<file path="config.mk">
export PLATFORM = sky130hd
export DESIGN_NAME = i2c_target_regfile
export DESIGN_NICKNAME = d
export VERILOG_FILES = /design/src/rtl/i2c_target_regfile.sv
export SDC_FILE = /design/constraint.sdc
export NUM_CORES = 1
export LEC_CHECK = 0
export CAP_MARGIN = 20
export CORE_ASPECT_RATIO = 1.2
export CORE_MARGIN = 4
export CORE_UTILIZATION = 40
export CTS_BUF_LIST = sky130_fd_sc_hd__clkbuf_4
export DETAILED_ROUTE_END_ITERATION = 8
export SKIP_LAST_GASP = 1
export SLEW_MARGIN = 10
export SYNTH_ARGS = -nofsm -noshare
export SYNTH_HDL_FRONTEND = slang
export SYNTH_SLANG_ARGS = --single-unit
</file>
<file path="constraint.sdc">
create_clock -name clk -period 2.8 [get_ports clk]
set_input_delay 0.28 -clock clk [delete_from_list [all_inputs] [get_ports clk]]
set_output_delay 0.28 -clock clk [all_outputs]
set_load 0.01 [all_outputs]
</file>
<file path="src/rtl/i2c_target_regfile.sv">
// I2C target with a 7-bit address match and an auto-incrementing pointer into a
// byte-wide register file; SDA is driven open-drain through sda_oe.
module i2c_target_regfile #(
  parameter logic [6:0]  TARGET_ADDR = 7'h27,
  parameter int unsigned NUM_REGS    = 4,
  parameter int unsigned PTR_W       = 2,
  parameter int unsigned SYNC_STAGES = 2,
  parameter logic [7:0]  RESET_VAL   = 8'h00
) (
  input  logic                    clk,
  input  logic                    rst_n,
  input  logic                    scl_in,
  input  logic                    sda_in,
  output logic                    sda_oe,
  output logic [NUM_REGS*8-1:0]   regs_flat,
  output logic                    wr_strobe,
  output logic [PTR_W-1:0]        wr_index,
  output logic                    busy
);

  typedef enum logic [3:0] {
    IDLE, ADDR, ADDR_ACK, PTR, PTR_ACK, WDATA, WDATA_ACK, RDATA, RACK, WAIT_STOP
  } state_e;

  localparam logic [8:0]       NUM_REGS_W = 9'(NUM_REGS);
  localparam logic [PTR_W-1:0] PTR_LAST   = PTR_W'(NUM_REGS - 1);
  localparam logic [PTR_W-1:0] PTR_ONE    = PTR_W'(1);

  logic [SYNC_STAGES-1:0] scl_sync_q, sda_sync_q;
  logic                   scl_prev_q, sda_prev_q;
  logic                   s_scl, s_sda;
  logic                   scl_rise_s, scl_fall_s, start_s, stop_s;
  logic [7:0]             rx_byte_s, rd_byte_s;
  logic [PTR_W-1:0]       next_ptr_s;

  state_e                 state_q, state_d;
  logic [3:0]             bit_cnt_q, bit_cnt_d;
  logic [6:0]             shift_q, shift_d;
  logic [7:0]             tx_q, tx_d;
  logic [PTR_W-1:0]       ptr_q, ptr_d;
  logic                   rw_q, rw_d;
  logic                   sda_oe_q, sda_oe_d;
  logic                   busy_q, busy_d;
  logic                   wr_strobe_q, wr_strobe_d;
  logic [PTR_W-1:0]       wr_index_q, wr_index_d;
  logic [NUM_REGS*8-1:0]  regs_q, regs_d;

  // Pin synchronisers plus one extra flop for edge detection, preset to idle-high bus
  always_ff @(posedge clk or negedge rst_n) begin
    if (!rst_n) begin
      scl_sync_q <= {SYNC_STAGES{1'b1}};
      sda_sync_q <= {SYNC_STAGES{1'b1}};
      scl_prev_q <= 1'b1;
      sda_prev_q <= 1'b1;
    end else begin
      scl_sync_q <= {scl_sync_q[SYNC_STAGES-2:0], scl_in};
      sda_sync_q <= {sda_sync_q[SYNC_STAGES-2:0], sda_in};
      scl_prev_q <= s_scl;
      sda_prev_q <= s_sda;
    end
  end

  assign s_scl      = scl_sync_q[SYNC_STAGES-1];
  assign s_sda      = sda_sync_q[SYNC_STAGES-1];
  assign scl_rise_s = s_scl & ~scl_prev_q;
  assign scl_fall_s = ~s_scl & scl_prev_q;
  assign start_s    = s_scl & scl_prev_q & sda_prev_q & ~s_sda;
  assign stop_s     = s_scl & scl_prev_q & ~sda_prev_q & s_sda;
  assign rx_byte_s  = {shift_q, s_sda};
  assign rd_byte_s  = regs_q[{ptr_q, 3'b000} +: 8];
  assign next_ptr_s = (ptr_q == PTR_LAST) ? {PTR_W{1'b0}} : ptr_q + PTR_ONE;

  // Protocol state machine; ACK states use sda_oe_q to tell the 8th fall from the 9th
  always_comb begin
    state_d     = state_q;
    bit_cnt_d   = bit_cnt_q;
    shift_d     = shift_q;
    tx_d        = tx_q;
    ptr_d       = ptr_q;
    rw_d        = rw_q;
    sda_oe_d    = sda_oe_q;
    busy_d      = busy_q;
    wr_strobe_d = 1'b0;
    wr_index_d  = wr_index_q;
    regs_d      = regs_q;
    if (stop_s) begin
      state_d   = IDLE;
      sda_oe_d  = 1'b0;
      busy_d    = 1'b0;
      bit_cnt_d = 4'd0;
    end else if (start_s) begin
      state_d   = ADDR;
      sda_oe_d  = 1'b0;
      bit_cnt_d = 4'd0;
    end else begin
      case (state_q)
        ADDR, PTR, WDATA: begin
          if (scl_rise_s) begin
            shift_d = rx_byte_s[6:0];
            if (bit_cnt_q == 4'd7) begin
              bit_cnt_d = 4'd0;
              if (state_q == ADDR) begin
                if (rx_byte_s[7:1] == TARGET_ADDR) begin
                  state_d = ADDR_ACK;
                  busy_d  = 1'b1;
                  rw_d    = rx_byte_s[0];
                end else begin
                  state_d = WAIT_STOP;
                  busy_d  = 1'b0;
                end
              end else if (state_q == PTR) begin
                if ({1'b0, rx_byte_s} < NUM_REGS_W) begin
                  ptr_d   = rx_byte_s[PTR_W-1:0];
                  state_d = PTR_ACK;
                end else begin
                  state_d = WAIT_STOP;
                end
              end else begin
                regs_d[{ptr_q, 3'b000} +: 8] = rx_byte_s;
                wr_strobe_d = 1'b1;
                wr_index_d  = ptr_q;
                ptr_d       = next_ptr_s;
                state_d     = WDATA_ACK;
              end
            end else begin
              bit_cnt_d = bit_cnt_q + 4'd1;
            end
          end else begin
            shift_d = shift_q;
          end
        end
        ADDR_ACK, PTR_ACK, WDATA_ACK: begin
          if (scl_fall_s) begin
            if (!sda_oe_q) begin
              sda_oe_d = 1'b1;
            end else if (state_q == ADDR_ACK && rw_q) begin
              state_d   = RDATA;
              tx_d      = {rd_byte_s[6:0], 1'b0};
              sda_oe_d  = ~rd_byte_s[7];
              bit_cnt_d = 4'd0;
            end else begin
              state_d   = (state_q == ADDR_ACK) ? PTR : WDATA;
              sda_oe_d  = 1'b0;
              bit_cnt_d = 4'd0;
            end
          end else begin
            sda_oe_d = sda_oe_q;
          end
        end
        RDATA: begin
          if (scl_rise_s) begin
            bit_cnt_d = bit_cnt_q + 4'd1;
          end else if (scl_fall_s) begin
            if (bit_cnt_q == 4'd8) begin
              sda_oe_d  = 1'b0;
              ptr_d     = next_ptr_s;
              bit_cnt_d = 4'd0;
              state_d   = RACK;
            end else begin
              sda_oe_d = ~tx_q[7];
              tx_d     = {tx_q[6:0], 1'b0};
            end
          end else begin
            tx_d = tx_q;
          end
        end
        RACK: begin
          // bit_cnt_q==1 records a master ACK seen on the 9th rise
          if (scl_rise_s) begin
            if (!s_sda) begin
              bit_cnt_d = 4'd1;
            end else begin
              sda_oe_d = 1'b0;
              state_d  = WAIT_STOP;
            end
          end else if (scl_fall_s && bit_cnt_q == 4'd1) begin
            state_d   = RDATA;
            tx_d      = {rd_byte_s[6:0], 1'b0};
            sda_oe_d  = ~rd_byte_s[7];
            bit_cnt_d = 4'd0;
          end else begin
            bit_cnt_d = bit_cnt_q;
          end
        end
        IDLE, WAIT_STOP: begin
          state_d = state_q;
        end
        default: begin
          state_d  = IDLE;
          sda_oe_d = 1'b0;
        end
      endcase
    end
  end

  // State and output registers; async clear releases the bus immediately
  always_ff @(posedge clk or negedge rst_n) begin
    if (!rst_n) begin
      state_q     <= IDLE;
      bit_cnt_q   <= 4'd0;
      shift_q     <= 7'd0;
      tx_q        <= 8'd0;
      ptr_q       <= {PTR_W{1'b0}};
      rw_q        <= 1'b0;
      sda_oe_q    <= 1'b0;
      busy_q      <= 1'b0;
      wr_strobe_q <= 1'b0;
      wr_index_q  <= {PTR_W{1'b0}};
      regs_q      <= {NUM_REGS{RESET_VAL}};
    end else begin
      state_q     <= state_d;
      bit_cnt_q   <= bit_cnt_d;
      shift_q     <= shift_d;
      tx_q        <= tx_d;
      ptr_q       <= ptr_d;
      rw_q        <= rw_d;
      sda_oe_q    <= sda_oe_d;
      busy_q      <= busy_d;
      wr_strobe_q <= wr_strobe_d;
      wr_index_q  <= wr_index_d;
      regs_q      <= regs_d;
    end
  end

  assign sda_oe    = sda_oe_q;
  assign busy      = busy_q;
  assign wr_strobe = wr_strobe_q;
  assign wr_index  = wr_index_q;
  assign regs_flat = regs_q;

endmodule

</file>
# == After elaboration in Yosys (flattened, before gate mapping) ==
# Cells that the tools add are included.
# op_classes
muxes,78
bitwise,17
n_addsub,3
n_reduce_logical,23
n_lt_le_gt_ge,1
n_eq_ne,42
n_shift,3
# ops
operator,count
two-way mux 4 bit,28
two-way mux 8 bit,8
bitwise mux 32 bit,1
variable shift 8 x 7 -> 32 bit (first input constant),1
indexed part select 32 x 6 -> 8 bit,1
indexed part select 8 x 7 -> 32 bit,1
inequality test 4 bit (second input constant),7
two-way mux 1 bit,25
inequality test 5 bit (second input constant),5
inequality test 2 bit (second input constant),12
case mux 8 bit (3 select lines),1
== test 4 x 3 -> 1 bit (second input constant),5
case mux 4 bit (5 select lines),1
AND reduction 10 bit,2
two-way mux 2 bit,9
case mux 4 bit (4 select lines),1
AND reduction 7 bit,2
== test 4 bit (second input constant),3
AND reduction 11 bit,1
inverter 1 bit,10
nonzero test 2 bit,5
== test 4 x 1 -> 1 bit (second input constant),2
== test 4 x 2 -> 1 bit (second input constant),2
less-than comparator 8 x 3 -> 1 bit (second input constant),1
other kinds (23),33
# word_totals
inputBits,4
reg_bits,69
wordCells,182
output_inout_bits,37

# == Logic depth before layout (Yosys ltp) ==
# logic_depth
ltp_word,9
mapped_depth,9
ltp_nobuf,7

# == Worst setup path after synthesis ==
# OpenSTA, ideal clock, no wires.
# synth_timing
path_type,reg-to-reg
from,reg scl_prev_q
to,reg tx_q[2]
synth_period_minus_slack_ns,2.194
setup_slack_ns,0.606
stages_incl_launch_ff,8
path_buffers,1
arrival_time_ns,2.070
setup_time_ns,0.125
required_ns,2.675
path_cell_list,dfstp_2 > ha_1 > or2b_1 > o41ai_1 > o31a_1 > o2111a_1 > buf_2 > mux2_2
# synth_between
elab_chain_cells,5
elab_cells_between_ends,17
cone_classes,eq/ne (5); bitwise (10); reduce/logical (2)
# synth_lines
element,line,rtl
"start, declared",30,"logic scl_prev_q, sda_prev_q;"
"start signal, assigned",58,scl_prev_q <= s_scl;
bitwise AND 1 bit,"67, 68",
bitwise AND 1 bit (on tied branches) (2 in a row),"68, 67",
inverter 1 bit (no line),--,
AND reduction 11 bit (no line) (*),--,
"end signal, assigned",214,tx_q <= tx_d;
"end, declared",39,"logic [7:0] tx_q, tx_d;"
# Mark *: on every way between the ends. The rest lies on a longest branch, timed or not.
# A chain may end at the register's enable or synchronous reset.

# == Worst setup path after layout ==
# layout_timing
from,reg scl_prev_q
to,reg tx_q[4]
# Same word-level chain as after synthesis.

==> flow_summary_export.csv <==
group,metric,value,unit
status,run_status,"completed",
hold_path,min_path_cells,1,
timing,slew_headroom,0.470,
critical_path,worst-endpoint-required,3.12,ns
drt,num_vias,3232,
hold_path,hp-start,"sda_in",
layout,drive_gt1_frac,0.176,
global_routing,grt_busiest_layer,"met2",
hold_path,hold_path.class,"input pin to register",
global_routing,grt_use_met2,0.302,
layout,layout_common_cells,"nand2_1 (98), dfrtp_1 (62), o21ai_0 (44)",
job,maxCapViolCount,0,
logic_synthesis,synthDistinctLibCells,58,
drt,ant_nets,0,
power_and_ir_drop,power_density,762,nW/um2
critical_path,criticalPathCategory,"register to register",
logic_synthesis,synth_top_family_by_area,"simple AND/OR/NAND/NOR gates",
logic_synthesis,synth-xor-area-share,0.00223,
critical_path,rr_worst_depth,6,
timing,fmax,410,MHz
logic_synthesis,synth_fp_nets,426,
layout,multiInputGateArea,2040,um2
floorplanning,die-width,98.5,um
critical_path,r2r-end,"tx_q[4]$_DFFE_PN0P_",
logic_synthesis,synth_area_per_cell,9.60,um2
timing,whs,0.258,ns
logic_synthesis,synth-simple-area-share,0.219,
logic_synthesis,synth_compound_area_frac,0.136,
critical_path,r2r-start,"scl_prev_q$_DFF_PN1_",
cts,cts_buffer_depth,2,
logic_synthesis,synth_edf_count,0,
global_routing,grt_pass1_wl,16800,um
layout,area_growth,19.9,%
layout,final_common_cell,"nand2_1",
timing,setup_viol,0,
timing,fin_setup_tns,0,ns
logic_synthesis,synthCells,410,
global_routing,grt_overflow,0,
layout,fillers,932,
floorplanning,die_h,117,um
drt,drt_iter0_drc,241,
global_routing,grtUsageTotal,0.187,
hold_path,hold_end,"sda_sync_q[0]$_DFF_PN1_",
logic_synthesis,synth_top_area_share,0.394,
cts,path_clk_slew,0.11,ns
timing,rsz0062_at_grt,"false",
layout,seq_area,1710,um2
layout,fin_area,4720,um2
cts,clock_latency,0.44,ns
timing,tightest_slew,0.795,ns
critical_path,startpoint_type,"register",
global_routing,grt_use_met3,0.0299,
critical_path,crit_path_end_kind,"register",
layout,antennaDiodeCount,0,
timing,finalCriticalPeriod,2.44,ns
place,placed_area,4500,um2
logic_synthesis,yosysTopAreaCell,"dfrtp_1",
global_routing,grt_pass1_vias,3251,
logic_synthesis,ys_warn_count,0,
cts,cts_tree,"yes",
logic_synthesis,ys_seq_area_frac,0.434,
cts,cts.htree.levels,3,
critical_path,rrSetupSlack,0.36,ns
drt,avgRoutedWirePerCell,17.4,um
floorplanning,start_util,0.411,
logic_synthesis,synthMuxAreaShare,0.122,
power_and_ir_drop,leakage,0.00199,uW
drt,dr.pass1.iters,5,
global_routing,grt_antenna_before_repair,0,
timing,maxSlewViolCount,0,
timing,fin_crit_sh,0.871,
timing,hold_viol_final,0,
cts,cts_buffers,9,
layout,nNetsFinal,470,
power_and_ir_drop,ir_worst_vdd,0.374,mV
critical_path,crit_fanout,8,
logic_synthesis,synth_area,3940,um2
cts,postCtsSetupBuffers,0,
floorplanning,rows,39,
floorplanning,ioPinCount,41,
logic_synthesis,synthArstFlopShare,1.00,
cts,clkSinkCount,68,
drt,drc,0,
logic_synthesis,synthFlopType,"dfrtp_1",
place,place_congestion,0.933,
drt,wirelength,10100,um
logic_synthesis,synthTopCellsByArea,"dfrtp_1 (39%), nand2_1 (9.3%), mux2_2 (6.0%)",
floorplanning,dieArea,11500,um2
logic_synthesis,synthAdderAreaFrac,0.0382,
timing,finClkSkew,0.0206,ns
global_routing,use_met1,0.242,
cts,cts_root_buf,"clkbuf_4",
place,dp_hpwl,7350,um
logic_synthesis,synth-seq-cells,68,
place,portBuffers,40,
global_routing,grt_max_degree,38,
drt,via_per_inst,5.55,
critical_path,cp.arrival,2.76,ns
floorplanning,core,9560,um2
area by class of cell:
type / count / area share
multi-input combinational: 303 / 0.432
sequential: 68 / 0.362
timing repair buffer: 61 / 0.120
tap: 123 / 0.0326
clock inverter: 7 / 0.0294
clock buffer: 9 / 0.0143
inverter: 11 / 0.00875
how the worst max path moves through the flow:
stage	start	endpoint	slack [ns]	depth (start not counted)
final	scl_prev_q$_DFF_PN1_	tx_q[4]$_DFFE_PN0P_	0.36	6
after global routing	scl_prev_q$_DFF_PN1_	tx_q[3]$_DFFE_PN0P_	0.21	6
after CTS	scl_prev_q$_DFF_PN1_	tx_q[4]$_DFFE_PN0P_	0.35	6
after detailed placement	scl_prev_q$_DFF_PN1_	tx_q[4]$_DFFE_PN0P_	0.37	6
after global placement	scl_prev_q$_DFF_PN1_	tx_q[3]$_DFFE_PN0P_	0.42	6
after floorplan	scl_prev_q$_DFF_PN1_	tx_q[2]$_DFFE_PN0P_	0.61	7
per-stage QoR:
stage | util | total power (uW) | std cells | setup WS [ns]
after floorplan | - | 2280 | 410 | 0.606
after global placement | 0.471 | 2670 | 565 | 0.424
after detailed placement | 0.471 | 2680 | 565 | 0.372
after CTS | 0.493 | 3610 | 582 | 0.351
after global routing | 0.493 | 3820 | 582 | 0.209
final | 0.493 | 3590 | 582 | 0.361
timing repair:
| item | CTS | global route |
|---|---|---|
| endpoints found under the hold margin | 31 | 0 |
| hold buffers | 1 | 0 |
| endpoints found under the setup margin | 0 | 0 |
| gates resized for setup | 0 | 0 |
layer usage:
| layer | vias up | routed length [um] |
|---|---|---|
| li1 | 1546 | - |
| met1 | 1572 | 4570 |
| met2 | 90 | 4910 |
| met3 | 24 | 354 |
| met4 | 0 | 312 |
| met5 | - | 0 |
synth_stat cells, types with 2 or more instances:
cell      count
inv_1        11
buf_2        10
nor4_1        5
o41ai_1       3
o221a_2       2
dfrtp_1      62
dfstp_2       6
nor3_1        5
a21oi_1      10
a22oi_1       2
clkbuf_1     12
nor2b_1       4
nand3b_1      6
and2_1        2
o31ai_1       4
and4b_1       2
and3b_1       2
nor3b_1       9
nand4_1       6
mux2_2       21
or3_1         2
mux2i_1       5
nand2_1      98
nor4b_1       2
a211oi_1      2
buf_4         3
o31a_1        2
nand4b_1      2
ha_1         12
nand3_1       9
mux4_2        8
nor2_1        9
buf_6         2
nand2b_1      3
o21ai_0      44
cell families (layout without fill, tap and decap cells):
group / count (synthesis) / in the layout
XOR/XNOR: 1 / 1
multiplexers: 35 / 35
buffers and inverters: 39 / 88
AND/OR/NAND/NOR: 172 / 172
AO/OA/AOI/OAI: 83 / 83
adder cells (fa/ha/maj): 12 / 12
flip-flops: 68 / 68
state kept, by name, summed over array words and instances (netlist names):
name        count
sda_oe          1
sda_sync_q      2
shift_q         7
wr_index        2
scl_sync_q      2
sda_prev_q      1
scl_prev_q      1
wr_strobe       1
bit_cnt_q       4
regs_flat      32
ptr_q           2
tx_q            7
rw_q            1
state_q         4
busy            1
worst max-delay path, cell delays in order, from the launching register on:
cell and delay, ns:
dfstp_2 0.56, ha_1 0.31, or2b_1 0.28, o41ai_1 0.24, o31a_1 0.18, o2111a_1 0.38, mux2_2 0.38
power breakdown:
group	internal (uW)	switching, uW	total, uW
clock network	540	369	909
registers	1080	205	1290
logic	637	761	1400
total	2260	1330	3590
Power figures use the tool's default switching activity.
